===== src/rtl/prio_arbiter.sv =====
// rtl/prio_arbiter.sv - registered N-input priority / round-robin arbiter with hold timer
module prio_arbiter #(
  parameter int N        = 8,
  parameter int W        = $clog2(N),
  parameter int MODE     = 0,
  parameter int MAX_HOLD = 0
) (
  input  logic         clk,
  input  logic         rst_n,
  input  logic [N-1:0] req,
  input  logic         done,
  output logic         grant_valid,
  output logic [W-1:0] grant_idx,
  output logic [N-1:0] grant_onehot,
  output logic         any_req,
  output logic         preempt
);

  typedef enum logic {
    IDLE  = 1'b0,
    GRANT = 1'b1
  } state_t;

  localparam logic [15:0]  HOLD_LAST = (MAX_HOLD == 0) ? 16'd0 : 16'(MAX_HOLD - 1);
  localparam logic [W-1:0] LAST_IDX  = W'(N - 1);
  localparam logic [N-1:0] ONE       = N'(1);

  state_t       state_q, state_d;
  logic [W-1:0] rr_ptr_q, rr_ptr_d;
  logic [15:0]  hold_q, hold_d;
  logic         grant_valid_q, grant_valid_d;
  logic [W-1:0] grant_idx_q, grant_idx_d;
  logic [N-1:0] grant_onehot_q, grant_onehot_d;
  logic         any_req_q, any_req_d;
  logic         preempt_q, preempt_d;

  logic         win_found;
  logic [W-1:0] win_idx;
  logic [N-1:0] rot;
  logic [W:0]   sum;
  logic         owner_req;
  logic         timer_hit;

  // Winner selection: highest set bit, or first set bit at/after rr_ptr with wrap
  always_comb begin
    win_found = 1'b0;
    win_idx   = '0;
    sum       = '0;
    rot       = N'({req, req} >> rr_ptr_q);
    if (MODE == 0) begin
      for (int k = 0; k < N; k++) begin
        if (req[k]) begin
          win_found = 1'b1;
          win_idx   = W'(k);
        end
      end
    end else begin
      // Descending scan so the last hit is the closest to rr_ptr
      for (int k = N - 1; k >= 0; k--) begin
        if (rot[k]) begin
          win_found = 1'b1;
          sum       = {1'b0, rr_ptr_q} + (W+1)'(k);
          if (sum >= (W+1)'(N)) begin
            sum = sum - (W+1)'(N);
          end
          win_idx = sum[W-1:0];
        end
      end
    end
  end

  // Release conditions while a grant is held
  always_comb begin
    owner_req = |(grant_onehot_q & req);
    timer_hit = (MAX_HOLD != 0) && (hold_q == HOLD_LAST);
  end

  // Next-state and registered-output computation
  always_comb begin
    state_d        = state_q;
    rr_ptr_d       = rr_ptr_q;
    hold_d         = hold_q;
    grant_valid_d  = grant_valid_q;
    grant_idx_d    = grant_idx_q;
    grant_onehot_d = grant_onehot_q;
    any_req_d      = |req;
    preempt_d      = 1'b0;
    case (state_q)
      IDLE: begin
        if (win_found) begin
          state_d        = GRANT;
          grant_valid_d  = 1'b1;
          grant_idx_d    = win_idx;
          grant_onehot_d = ONE << win_idx;
          hold_d         = '0;
        end
      end
      GRANT: begin
        if (done || !owner_req || timer_hit) begin
          state_d        = IDLE;
          grant_valid_d  = 1'b0;
          grant_idx_d    = '0;
          grant_onehot_d = '0;
          hold_d         = '0;
          preempt_d      = timer_hit;
          if (MODE == 1) begin
            rr_ptr_d = (grant_idx_q == LAST_IDX) ? '0 : grant_idx_q + W'(1);
          end
        end else begin
          hold_d = (hold_q == 16'hFFFF) ? hold_q : hold_q + 16'd1;
        end
      end
      default: state_d = IDLE;
    endcase
  end

  // State and output registers, cleared asynchronously
  always_ff @(posedge clk or negedge rst_n) begin
    if (!rst_n) begin
      state_q        <= IDLE;
      rr_ptr_q       <= '0;
      hold_q         <= '0;
      grant_valid_q  <= 1'b0;
      grant_idx_q    <= '0;
      grant_onehot_q <= '0;
      any_req_q      <= 1'b0;
      preempt_q      <= 1'b0;
    end else begin
      state_q        <= state_d;
      rr_ptr_q       <= rr_ptr_d;
      hold_q         <= hold_d;
      grant_valid_q  <= grant_valid_d;
      grant_idx_q    <= grant_idx_d;
      grant_onehot_q <= grant_onehot_d;
      any_req_q      <= any_req_d;
      preempt_q      <= preempt_d;
    end
  end

  assign grant_valid  = grant_valid_q;
  assign grant_idx    = grant_idx_q;
  assign grant_onehot = grant_onehot_q;
  assign any_req      = any_req_q;
  assign preempt      = preempt_q;

endmodule


===== config.mk =====
export PLATFORM = sky130hd
export DESIGN_NAME = prio_arbiter
export DESIGN_NICKNAME = d
export VERILOG_FILES = /design/src/rtl/prio_arbiter.sv
export SDC_FILE = /design/constraint.sdc
export NUM_CORES = 1
export LEC_CHECK = 0
export CORE_MARGIN = 2
export CORE_UTILIZATION = 42
export CTS_CLUSTER_DIAMETER = 100
export DETAILED_ROUTE_END_ITERATION = 7
export PLACE_DENSITY_LB_ADDON = 0.3
export SYNTH_ARGS = -nofsm -noshare
export SYNTH_HDL_FRONTEND = slang
export SYNTH_SLANG_ARGS = --single-unit

===== constraint.sdc =====
create_clock -name clk -period 1.79 [get_ports clk]
set_clock_uncertainty 0.15 [all_clocks]
set_input_delay 0.358 -clock clk [delete_from_list [all_inputs] [get_ports clk]]
set_output_delay 0.358 -clock clk [all_outputs]
set_load 0.01 [all_outputs]

==> results by group, run 1 <==
Status
  – Run status: complete, no violations

Floorplan
  – Count of boundary I/O pins: 25
  – Die Height: around 44 µm
  – Placement row count: 14
  – DIE WIDTH: 44.2 µm
  – Area inside the core boundary: 1510 µm²
  – Effective utilization at floorplan: 0.450
  – Die area: 1950 µm²

Placed design
  – Last weighted congestion value of the routability-driven placer: 0.834
  – Half-perimeter wire length of the detailed placement result: 1460 µm
  – Quantity of I/O buffers inserted on ports: 23
  – Inst Count DP: 131

Yosys
  – Synthesized-area fraction occupied by and/or/nand/nor cells: 0.262
  – Fraction of the mapped netlist area in adder cells: 0
  – Combinational family with the most area after synthesis: simple AND/OR/NAND/NOR gates
  – Post-synthesis cell count: 75
  – Cell type with the largest total area after synthesis: dfrtp_1
  – Share of the synthesized area in the top cell type: 0.517
  – Number of enable flip-flop cells after synthesis: 0
  – Number of distinct library cells after synthesis: 23
  – Most repeated cell in the gate-level netlist after synthesis: dfrtp_1
  – Area of the mapped netlist: around 680 µm²
  – Leading post-synthesis cells by cell area: dfrtp_1 52%, a21oi_1 7.4%, nor2_1 5.5%, nand2_1 5.0%, a22oi_1 4.4%
  – Post-synthesis sequential element count: 14
  – Multiplexer fraction of the synthesized cell area: 0
  – Dominant synthesized flop cell: dfrtp_1
  – Mean instance size in the synthesized netlist: 9.04 µm²
  – Post-synthesis share of cell area spent on xor and xnor gates: 0
  – Synthesized Nets: 86
  – Post-synthesis compound-gate area fraction: 0.186
  – Share of synthesized area occupied by flip-flops and latches: 0.517
  – Yosys warning total: 0
  – Cell types with the highest counts after synthesis: 14 x dfrtp_1, 10 x a21oi_1, 10 x nor2_1
  – Share of flip-flops with an asynchronous set or reset after synthesis: 1.00

Detailed routing
  – # DRC: 0
  – Number of vias in the routed layout: 806
  – Routed wirelength normalized by instance count: between 15 and 20 µm
  – Initial DRC count: 21
  – Total routed wirelength: 2340 µm
  – Number of antenna-violating nets in the routed design: 0
  – Via count normalized by instance count: 5.93
  – Drt pass-1 iters: 4

Timing
  – Time the worst path needs with I/O delays and setup: approximately 1800 ps
  – Final sum of negative setup slack: 0 ps
  – Pins Over Slew Limit: 0
  – Final hold vios: 0
  – Final Cycle Share: 0.997
  – Final number of setup-violating endpoints: 0
  – Fmax: 0.560 GHz

Power and ir drop
  – Leak Pwr: around 0.00049 µW
  – Max rail drop VDD: between 0.7 and 0.8 mV
  – Cell Pwr Density: 1090 nW/µm²

Global route
  – Maximum number of pins on one net before global-route repair: 15
  – Initial antenna violation count: 0
  – First-pass GRT wire length: 3490 µm
  – Overall track demand over capacity in global routing: 0.247
  – Via count of the first global-routing pass: 770
  – Global route overflow: 0

Cells and area
  – Net total in the final layout: 132
  – Fraction of final layout cells sized beyond drive strength 1: 0.300
  – Layout fillers: about 110
  – Antenna cells: 0
  – Number of cells in the finished layout apart from fillers: between 100 and 150
  – Layout Area Growth over Synthesis: 69.9%
  – Total area of sequential cells: 350 µm²
  – Area occupied by multi-input gates: around 360 µm²

Worst setup path
  – Required time of the worst setup path: between 1500 and 2000 ps
  – Critical Path Start Type: input pin
  – Critical path start-end classification: input pin to register
  – Max FO, Critical Path: 3
  – Crit path DAT: 1840 ps
  – Endpoint class of the critical path: register

Clocking
  – Clock latency on the worst-skew pair: 280 ps
  – Total number of clock tree sinks: 14
  – Quantity of hold-fixing buffers added after cts: 0
  – TritonCTS clock tree: yes
  – Total CTS buffers: 3
  – Clock tree root buffer cell: clkbuf_4
  – Htree depth: 1
  – Clock transition at the registers of the reported paths: 90 ps
  – Maximum buffer depth of the clock tree: 2

Hold path
  – Worst hold path type: input pin to asynchronous set/reset pin

Job
  – Number of maximum-capacitance constraint violations: 0
==> metal layers <==
metal / GRT usage / part of all wire / routed length, µm / vias up
met1: 0.321 / 0.41 / 969 / 376
met3: 0.0367 / 0.086 / 202 / 14
li1: - / - / - / 363
met4: 0.109 / 0.029 / 68 / 0
met2: 0.406 / 0.47 / 1100 / 53
met5: 0 / 0 / 0 / -
==> logic make-up after synthesis <==
family / count (synthesis)
AOI/OAI and AO/OA: 20
buffers and inverters: 4
DFF: 14
other: 1
and+or+nand+nor: 36
==> area by class of cell <==
| type | count | area share |
|---|---|---|
| Inverter | 2 | 0.00651 |
| Clock buffer | 4 | 0.0315 |
| Tap cell | 16 | 0.0174 |
| Sequential cell | 14 | 0.304 |
| Timing Repair Buffer | 43 | 0.325 |
| Multi-Input combinational cell | 57 | 0.316 |
==> worst max-delay path: stages <==
cell and delay, ps:
clkdlybuf4s15_1 190, or4_4 560, or4_4 550, a21oi_2 180
==> sequential cells by signal, summed over array words and instances, names as in the netlist <==
| signal | flops |
|---|---|
| grant_onehot | 8 |
| grant_idx | 3 |
| any_req | 1 |
| state_q | 1 |
| grant_valid | 1 |
==> per-stage QoR <==
step | utilization | hold WS [ps] | instance area (µm²) | total power [µW] | setup slack (ps)
after detailed placement | 0.703 | 341 | 1060 | 966 | -455
after floorplan | - | -87.6 | 678 | 673 | 67.3
after global routing | 0.765 | 257 | 1150 | 1310 | -0.140
after CTS | 0.756 | 232 | 1140 | 1230 | 8.79
final | 0.765 | 229 | 1150 | 1250 | 5.78
after global placement | 0.703 | 336 | 1060 | 957 | -380
==> power by group <==
group | switching [µW] | internal (µW) | leakage, µW | total [µW]
Sequential | 75.5 | 391 | 0.000180 | 466
Clock | 105 | 124 | 0.0000210 | 229
Combinational | 285 | 274 | 0.000293 | 559
Total | 466 | 788 | 0.000494 | 1250
==> path summary, 6_finish.rpt <==
path | endpoint | slack [ps] | cells after the start | startpoint
worst max-delay path | grant_onehot[2]$_DFFE_PN0P_ | 6 | 4 | req[5]
worst min-delay path | grant_onehot[7]$_DFFE_PN0P_ | 230 | 2 | rst_n
worst max register to register | grant_onehot[0]$_DFFE_PN0P_ | 180 | 5 | state_q$_DFF_PN0_
worst min register to register | grant_valid$_DFFE_PN0P_ | 370 | 2 | grant_valid$_DFFE_PN0P_
max in group asynchronous | state_q$_DFF_PN0_ | 1090 | 2 | rst_n
min in group clk | grant_valid$_DFFE_PN0P_ | 370 | 2 | grant_valid$_DFFE_PN0P_
==> placed cells by master (no fill, tap or decap) <==
master / count
clkdlybuf4s15_1: 2
nand3_1: 1
or4_4: 3
a21oi_2: 2
o21ai_4: 1
a22oi_2: 1
nand4_1: 1
nand2_1: 9
a22o_1: 2
conb_1: 1
nand2b_1: 1
nor4_1: 1
a22oi_1: 3
nor3_2: 1
clkbuf_8: 1
buf_4: 19
dlygate4sd2_1: 4
nor4_2: 2
a41oi_2: 1
clkbuf_2: 1
nor2_1: 10
inv_1: 2
a21o_1: 1
a21oi_1: 8
dfrtp_1: 14
nor2b_1: 1
a211oi_1: 1
clkdlybuf4s50_1: 16
buf_6: 1
clkbuf_4: 3
or3_1: 2
nor3_1: 4
==> what timing repair did <==
item                                   CTS  global route
cloned                                   0             0
pin swaps                                5             4
setup buffers                            1             0
gates resized for setup                 16             7
endpoints found under the hold margin    0             0
setup endpoints to repair               13             9
No activity file was read; power rests on OpenSTA's default activity.
==> run 2, diff against run 1 <==
--- a/config.mk
+++ b/config.mk
@@ -10,6 +10,7 @@
 export CTS_CLUSTER_DIAMETER = 100
 export DETAILED_ROUTE_END_ITERATION = 7
 export PLACE_DENSITY_LB_ADDON = 0.3
+export SLEW_MARGIN = 25
 export SYNTH_ARGS = -nofsm -noshare
 export SYNTH_HDL_FRONTEND = slang
 export SYNTH_SLANG_ARGS = --single-unit
==> results of run 2 <==
Same layout as run 1: the final DEF is identical, and so are final timing and power.
